===== config.mk =====
export PLATFORM = sky130hd
export DESIGN_NAME = conv_5x5
export DESIGN_NICKNAME = d
export VERILOG_FILES = /design/src/rtl/cnn_pkg.sv /design/src/rtl/conv_row_mac.sv /design/src/rtl/conv_5x5.sv
export SDC_FILE = /design/constraint.sdc
export NUM_CORES = 2
export LEC_CHECK = 0
export ABC_AREA = 0
export ABC_CLOCK_PERIOD_IN_PS = 20400
export BUFFER_PORTS_ARGS = -buffer_cell sky130_fd_sc_hd__buf_2
export CELL_PAD_IN_SITES_DETAIL_PLACEMENT = 1
export CELL_PAD_IN_SITES_GLOBAL_PLACEMENT = 1
export CORE_MARGIN = 2
export CORE_UTILIZATION = 35
export CTS_CLUSTER_SIZE = 28
export DETAILED_ROUTE_END_ITERATION = 8
export PLACE_DENSITY_LB_ADDON = 0.3
export SYNTH_ARGS = -nofsm -noshare
export SYNTH_HDL_FRONTEND = slang
export SYNTH_SLANG_ARGS = --single-unit

===== constraint.sdc =====
create_clock -name clk -period 20.4 [get_ports clk]
set_clock_uncertainty 0.15 [all_clocks]
set_input_delay 3.06 -clock clk [delete_from_list [all_inputs] [get_ports clk]]
set_output_delay 3.06 -clock clk [all_outputs]
set_load 0.02 [all_outputs]

===== src/rtl/cnn_pkg.sv =====
// Shared widths, FSM state encoding and output saturation for the CNN datapath.
package cnn_pkg;

    localparam int DATA_W    = 9;
    localparam int ROW_W     = 5 * DATA_W;
    localparam int FRAC_BITS = 4;
    localparam int ACC_W     = 24;

    typedef enum logic [5:0] {
        idle = 6'b000001,
        m_1  = 6'b000010,
        m_2  = 6'b000100,
        m_3  = 6'b001000,
        m_4  = 6'b010000,
        m_5  = 6'b100000
    } state_t;

    function automatic logic [DATA_W-1:0] sat9(input logic signed [ACC_W-1:0] v);
        if (v > ACC_W'(255))
            return 9'h0FF;
        else if (v < ACC_W'(-256))
            return 9'h100;
        else
            return v[DATA_W-1:0];
    endfunction

endpackage


===== src/rtl/conv_row_mac.sv =====
// Combinational signed dot product of two packed 5-element rows.
module conv_row_mac
    import cnn_pkg::*;
(
    input  logic        [ROW_W-1:0] row_x,
    input  logic        [ROW_W-1:0] row_w,
    output logic signed [ACC_W-1:0] dot
);

    logic signed [2*DATA_W-1:0] prod [5];

    always_comb begin
        dot = '0;
        for (int unsigned j = 0; j < 5; j++) begin
            prod[j] = $signed(row_x[j*DATA_W +: DATA_W]) * $signed(row_w[j*DATA_W +: DATA_W]);
            dot     = dot + ACC_W'(prod[j]);
        end
    end

endmodule


===== src/rtl/conv_5x5.sv =====
// 5x5 window MAC: one kernel row per cycle through a shared row MAC, then bias,
// scale and saturate to 9 bits.
module conv_5x5
    import cnn_pkg::*;
(
    input  logic              clk,
    input  logic              rstn,
    input  logic              x_valid,
    input  logic [ROW_W-1:0]  x_m_1,
    input  logic [ROW_W-1:0]  x_m_2,
    input  logic [ROW_W-1:0]  x_m_3,
    input  logic [ROW_W-1:0]  x_m_4,
    input  logic [ROW_W-1:0]  x_m_5,
    input  logic [ROW_W-1:0]  weight_m_1,
    input  logic [ROW_W-1:0]  weight_m_2,
    input  logic [ROW_W-1:0]  weight_m_3,
    input  logic [ROW_W-1:0]  weight_m_4,
    input  logic [ROW_W-1:0]  weight_m_5,
    input  logic [DATA_W-1:0] bias,
    output logic              conv_valid,
    output logic [DATA_W-1:0] conv_data
);

    state_t                  state, state_nxt;
    logic        [ROW_W-1:0] row_x, row_w;
    logic signed [ACC_W-1:0] dot, acc, bias_ext, total;

    always_ff @(posedge clk or negedge rstn) begin
        if (!rstn)
            state <= idle;
        else
            state <= state_nxt;
    end

    always_comb begin
        state_nxt = state;
        unique case (state)
            idle:    if (x_valid) state_nxt = m_1;
            m_1:     state_nxt = m_2;
            m_2:     state_nxt = m_3;
            m_3:     state_nxt = m_4;
            m_4:     state_nxt = m_5;
            m_5:     state_nxt = x_valid ? m_1 : idle;
            default: state_nxt = idle;
        endcase
    end

    always_comb begin
        row_x = '0;
        row_w = '0;
        unique case (state)
            m_1:     begin row_x = x_m_1; row_w = weight_m_1; end
            m_2:     begin row_x = x_m_2; row_w = weight_m_2; end
            m_3:     begin row_x = x_m_3; row_w = weight_m_3; end
            m_4:     begin row_x = x_m_4; row_w = weight_m_4; end
            m_5:     begin row_x = x_m_5; row_w = weight_m_5; end
            default: ;
        endcase
    end

    conv_row_mac u_row_mac (
        .row_x (row_x),
        .row_w (row_w),
        .dot   (dot)
    );

    // Bias is in output Q-format; align it to the product Q-format before adding.
    assign bias_ext = {{(ACC_W-DATA_W){bias[DATA_W-1]}}, bias};
    assign total    = acc + dot + (bias_ext <<< FRAC_BITS);

    always_ff @(posedge clk or negedge rstn) begin
        if (!rstn) begin
            acc        <= '0;
            conv_valid <= 1'b0;
            conv_data  <= '0;
        end else begin
            conv_valid <= 1'b0;
            unique case (state)
                m_1:           acc <= dot;
                m_2, m_3, m_4: acc <= acc + dot;
                m_5: begin
                    conv_data  <= sat9(total >>> FRAC_BITS);
                    conv_valid <= 1'b1;
                end
                default: ;
            endcase
        end
    end

endmodule


=== Word level (Yosys, flattened, before mapping) ===
Cells that the tools add are included.

* Register bits after elaboration: 40
* Bits in latches: 0
* Memory bits (writable): 0
* Bits in read-only memories: 0
* Input port bits: 462
* Logic and storage cells: 35
* Memories kept: 0

* Add/subtract/negate cells: 6
* Multiply operators: 5
* Div/mod/pow operators: 0
* Magnitude comparators: 2
* Equality and inequality tests: 7
* Shifts and indexed selects: 0
* Multiplexer cells: 9
* Bitwise logic cells: 0
* Reduce and logical (&&, ||, !) cells: 2

{| class="wikitable"
|+ Operators by type and width
! operator !! count
|-
| case mux 45 bit (5 select lines) || 2
|-
| multiplier 9 x 9 -> 18 bit || 5
|-
| adder 24 x 18 -> 24 bit || 2
|-
| case mux 24 bit (2 select lines) || 1
|-
| case mux 6 bit (6 select lines) || 1
|-
| adder 24 x 13 -> 24 bit || 1
|-
| adder 24 bit || 1
|-
| adder 19 x 18 -> 20 bit || 1
|-
| greater-than comparator 20 x 9 -> 1 bit, second input constant || 1
|-
| less-than comparator 20 x 9 -> 1 bit, second input constant || 1
|-
| adder 18 x 18 -> 19 bit || 1
|-
| two-way mux 9 bit || 2
|-
| equality test 6 x 1 -> 1 bit, second input constant || 1
|-
| equality test 6 x 2 -> 1 bit, second input constant || 1
|-
| equality test 6 x 3 -> 1 bit, second input constant || 1
|-
| equality test 6 x 4 -> 1 bit, second input constant || 1
|-
| equality test 6 x 5 -> 1 bit, second input constant || 1
|-
| equality test 6 bit, second input constant || 1
|-
| two-way mux 6 bit || 1
|-
| OR reduction 3 bit || 1
|-
| two-way mux 2 bit || 1
|-
| inequality test 2 bit, second input constant || 1
|-
| nonzero test 2 bit || 1
|-
| two-way mux 1 bit || 1
|}

=== Depth between registers and ports, before layout ===
* Depth after elaboration: 12
* Gate-level depth with buffers: 64
* Mapped depth without buffers: 61

=== By module ===
A second synthesis with hierarchy kept.

* Cells, all modules: 2,558
* Area, all modules: 23,147.2 um^2

{| class="wikitable"
|+ By module, submodules not included
! module !! instances !! cells an instance !! area each (um^2) !! sequential area each (um^2)
|-
| conv_row_mac || 1 || 1,755 || 17,097.6 || 0.0
|-
| conv_5x5 || 1 || 803 || 6,049.6 || 1,002.2
|}

=== Least setup slack after synthesis ===
Ideal clock, no wire load.

* Kind: input port to flip-flop
* Start point: in x_m_5[22]
* End point: reg conv_data[2]
* Arrival: 16,011 ps
* Data required time: 20,127 ps
* Path slack: 4,116 ps
* Stages: 54
* Path buffers: 0
* Cell sequence: a222oi_1 -> inv_1 -> a221oi_1 -> or2_2 -> fa_1 -> fa_1 -> fa_1 -> fa_1 -> inv_1 -> fa_1 -> inv_1 -> fa_1 -> inv_1 -> ha_1 -> ha_1 -> ha_1 -> a21oi_1 -> o21bai_1 -> [... 18 more ...] -> nor2_1 -> ha_1 -> nand4_1 -> nor2_1 -> o21a_1 -> a31oi_1 -> a31o_2 -> o21ai_0 -> xor2_1 -> ha_1 -> a21o_1 -> a21o_1 -> a21oi_1 -> o31a_1 -> xnor3_1 -> a41o_2 -> nand3_1 -> a21oi_1

* Longest elaborated chain between the ends: 10

{| class="wikitable"
|+ Ends and longest elaborated chain
! what !! line !! source
|-
| start: declaration || conv_5x5.sv:13 || <nowiki>input logic [ROW_W-1:0] x_m_5,</nowiki>
|-
| case mux 45 bit (5 select lines) * || conv_5x5.sv:51 || <nowiki>unique case (state)</nowiki>
|-
| multiplier 9 x 9 -> 18 bit * || conv_row_mac.sv:15 || <nowiki>prod[j] = $signed(row_x[j*DATA_W +: DATA_W]) * $signed(row_w[j*DATA_W +: DATA_W]);</nowiki>
|-
| adder 19 x 18 -> 20 bit * || conv_row_mac.sv:16 || <nowiki>dot = dot + ACC_W'(prod[j]);</nowiki>
|-
| adder 24 x 18 -> 24 bit * (2 in series) || conv_row_mac.sv:16 ||
|-
| adder 24 bit * || conv_5x5.sv:69 || <nowiki>assign total = acc + dot + (bias_ext <<< FRAC_BITS);</nowiki>
|-
| adder 24 x 13 -> 24 bit * || conv_5x5.sv:69 ||
|-
| less-than comparator 20 x 9 -> 1 bit || cnn_pkg.sv:21 || <nowiki>else if (v < ACC_W'(-256))</nowiki>
|-
| two-way mux 9 bit || cnn_pkg.sv:21 ||
|-
| two-way mux 9 bit * || cnn_pkg.sv:19 || <nowiki>if (v > ACC_W'(255))</nowiki>
|-
| end signal: assignment || conv_5x5.sv:82 || <nowiki>conv_data <= sat9(total >>> FRAC_BITS);</nowiki>
|-
| end: declaration || conv_5x5.sv:21 || <nowiki>output logic [DATA_W-1:0] conv_data</nowiki>
|}

Mark *: on every way between the ends. The rest lies on a longest branch, timed or not.
A chain may end at the register's enable or synchronous reset.

=== Worst setup path in the final report ===
* Start point: in weight_m_5[19]
* End point: reg conv_data[2]

* Longest elaborated chain between the ends: 10

{| class="wikitable"
|+ Ends and longest elaborated chain
! what !! line !! source
|-
| start: declaration || conv_5x5.sv:18 || <nowiki>input logic [ROW_W-1:0] weight_m_5,</nowiki>
|-
| case mux 45 bit (5 select lines) * || conv_5x5.sv:51 ||
|-
| multiplier 9 x 9 -> 18 bit * || conv_row_mac.sv:15 ||
|-
| adder 19 x 18 -> 20 bit * || conv_row_mac.sv:16 ||
|-
| adder 24 x 18 -> 24 bit * (2 in series) || conv_row_mac.sv:16 ||
|-
| adder 24 bit * || conv_5x5.sv:69 ||
|-
| adder 24 x 13 -> 24 bit * || conv_5x5.sv:69 ||
|-
| less-than comparator 20 x 9 -> 1 bit || cnn_pkg.sv:21 ||
|-
| two-way mux 9 bit || cnn_pkg.sv:21 ||
|-
| two-way mux 9 bit * || cnn_pkg.sv:19 ||
|}

Marked as above.

==> reports/results.txt <==
outcome = finished clean
Setup Viol. Count Final = 0
Synth Flop Type = dfrtp_1
number of global-route vias before repair = 23.5k
CTS root buf = clkbuf_16
most used cell, CP = fa_1
Pwr Density = 104 nW/um^2
First-pass DRT Iterations = 8
most frequent cells in the layout = inv_1, fa_1, buf_2
post-synth top area share = 0.424
Reg clk slew, reported paths = 0.06 ns
CTS tree = done
Leakage = 14.0 nW
slowest cell on the critical path = a221oi_1
CP Data Arrival Time = 17.59 ns
Resized cells post-CTS = 0
detailed placement HPWL = 76600 um
Ys Warns = 0
Iter 0 DRT Violations = 1421
Die W = 263 um
hold_buf cts = 0
Post-Synthesis Cell Area = 23400 sq um
global-route wire length before repair = 137000 um
Worst Hold Class = flip-flop to flip-flop
# port buffers = 471
largest net degree at the start of global routing = 91
synthesized area per cell = 9.21 sq um
register area share after synthesis = 0.0428
Area growth syn-to-layout = 16.6%
Post-Syn Instances = 2541
final-report hold violation count = 0
synth unique cells = 77
FILL cells = 7890
Critical Path Fanout Max = 9
number of top-level pins = 472
largest area contributor in the netlist = fa_1
most common cell after layout, fill and taps aside = inv_1
ratio of cells with drive above 1 in the final layout = 0.265
Worst Tran Pin Value = 1.23 ns
CP Capture Type = flip-flop
Post-synth EDFFs = 0
final critical-path required period = 17.58 ns
Register Area = 1000 sq um
remaining global-route overflow = 0
total CTS buffers = 5
Achievable Freq = 56.9 MHz
via count = 20.6k
Setup TNS = 0 ns
drt total wl = 86600 um
Max Cap Viol = 0
multi-input logic area = 19800 sq um
Final Wtd Congestion = 0.965
Tot Pwr = 0.00283 W
Setup Crit Path Kind = primary input to flip-flop
Final nets = 4186
depth of the CTS H-tree = 2
placed instance count = 3872
Placement Rows = 94
Post-CTS Setup Bufs = 0
clk_lat worst skew = 0.29 ns
Worst path max stage delay = 0.80 ns
RSZ-0062 raised after global routing = no
drt via density = 5.30
Critical Path Start = weight_m_5[19]
die height = 263 um
die area = 69000 sq um
worst vdd ir = 0.000139 V
GRT Overall Usage = 0.255
Hold Startpoint = conv_data[8]
required time of the critical path = 20.41 ns
Wirelength per Cell = 22.3 um
Finished Layout Cells = 3885
type of origin of the critical path = primary input
clk sinks = 40
Worst R2R Start = state[0]
initial core utilization = 0.355
flops & latches, synth = 40
fin crit share = 0.862
fin. max-slew vios = 0
largest cells by area after synthesis = fa_1, ha_1, inv_1, or2_2, dfrtp_1
Post-DRT Antenna Nets = 0
initial antenna violation count = 12
# DRC = 0
Post-synth ARST share = 1.00
clk buf depth = 2
Core Region = 66000 sq um
Rel. slew slack = 0.177
Syn Nets = 3712
[flip-flops by register name, indices dropped and copies added, names as in the netlist]
| signal | cells |
|---|---|
| acc | 24 |
| conv_data | 9 |
| state | 6 |
| conv_valid | 1 |
[synthesized netlist by cell type, drive strengths merged, types with 6 or more instances]
cell type  number
buf            25
nand2         115
nor3b           6
or2           207
a222oi         94
xnor2          57
a211oi          7
and3           25
clkbuf         52
a21oi          59
o21bai         16
a221oi         71
o21ai          23
a21o           32
a221o           6
o21a            7
nor2          209
a22oi          15
nand2b         11
fa            496
ha            213
nor2b          15
xor2           27
nand3          14
and2           14
dfrtp          39
nor3           10
inv           609
[cell families after synthesis]
group / synth area share
flops: 0.0428
xor+xnor: 0.0334
compound gates: 0.135
fa+ha+maj: 0.538
simple gates: 0.138
mux: 0.00214
buf+inv: 0.111
[metrics by stage]
| stage | worst slack (ns) | cell area [sq um] | util | hold slack (ns) |
|---|---|---|---|---|
| CTS | 2.86 | 27300 | 0.414 | 0.336 |
| detailed placement | 2.62 | 27100 | 0.411 | 0.323 |
| global route | 1.87 | 27300 | 0.414 | 0.344 |
| floorplan | 4.12 | 23400 | - | 0.303 |
| global placement | 2.95 | 27100 | 0.411 | 0.319 |
| finish | 2.82 | 27300 | 0.414 | 0.331 |
[path summary, 6_finish.rpt]
path / end / slack (ns) / cells after the start
worst min-delay path: conv_data[8] / 0.33 / 1
max in group asynchronous: state[2] / 16.63 / 1
worst max-delay path: conv_data[2] / 2.82 / 55
worst max register to register: conv_data[2] / 4.27 / 58
worst min register to register: conv_data[8] / 0.33 / 1
min in group asynchronous: conv_data[8] / 2.80 / 1
[layer usage]
layer  share of wire  wire, um  GRT usage  vias to the layer above
met1            0.41     35600      0.332                    10676
met3           0.064      5570     0.0327                      103
met2            0.50     43000      0.450                      716
met5               0         0          0                        -
met4           0.028      2380     0.0575                        0
li1                -         -          -                     9109
[layout make-up]
cell class / instances / share of cell area
multi-input cells: 1815 / 0.727
repair buffers: 544 / 0.107
inverters: 609 / 0.0838
well taps: 864 / 0.0396
flip-flops and latches: 40 / 0.0367
clock buffers: 8 / 0.00536
diodes: 5 / 0.000458
[where the power goes]
group / switching (W) / internal, W
Combinational: 0.00158 / 0.00105
Sequential: 0.0000138 / 0.000100
Clock: 0.0000339 / 0.0000489
Total: 0.00162 / 0.00120
[critical path: cells and delay by family]
kind | cells | cell delay (ns)
buffers and inverters | 8 | 0.53
xor gates and xnor gates | 3 | 0.70
adders and majority gates | 18 | 7.70
and+or+nand+nor | 9 | 1.47
AOI/OAI and AO/OA | 17 | 4.08
Note: power is estimated with default switching activity, not from simulation.
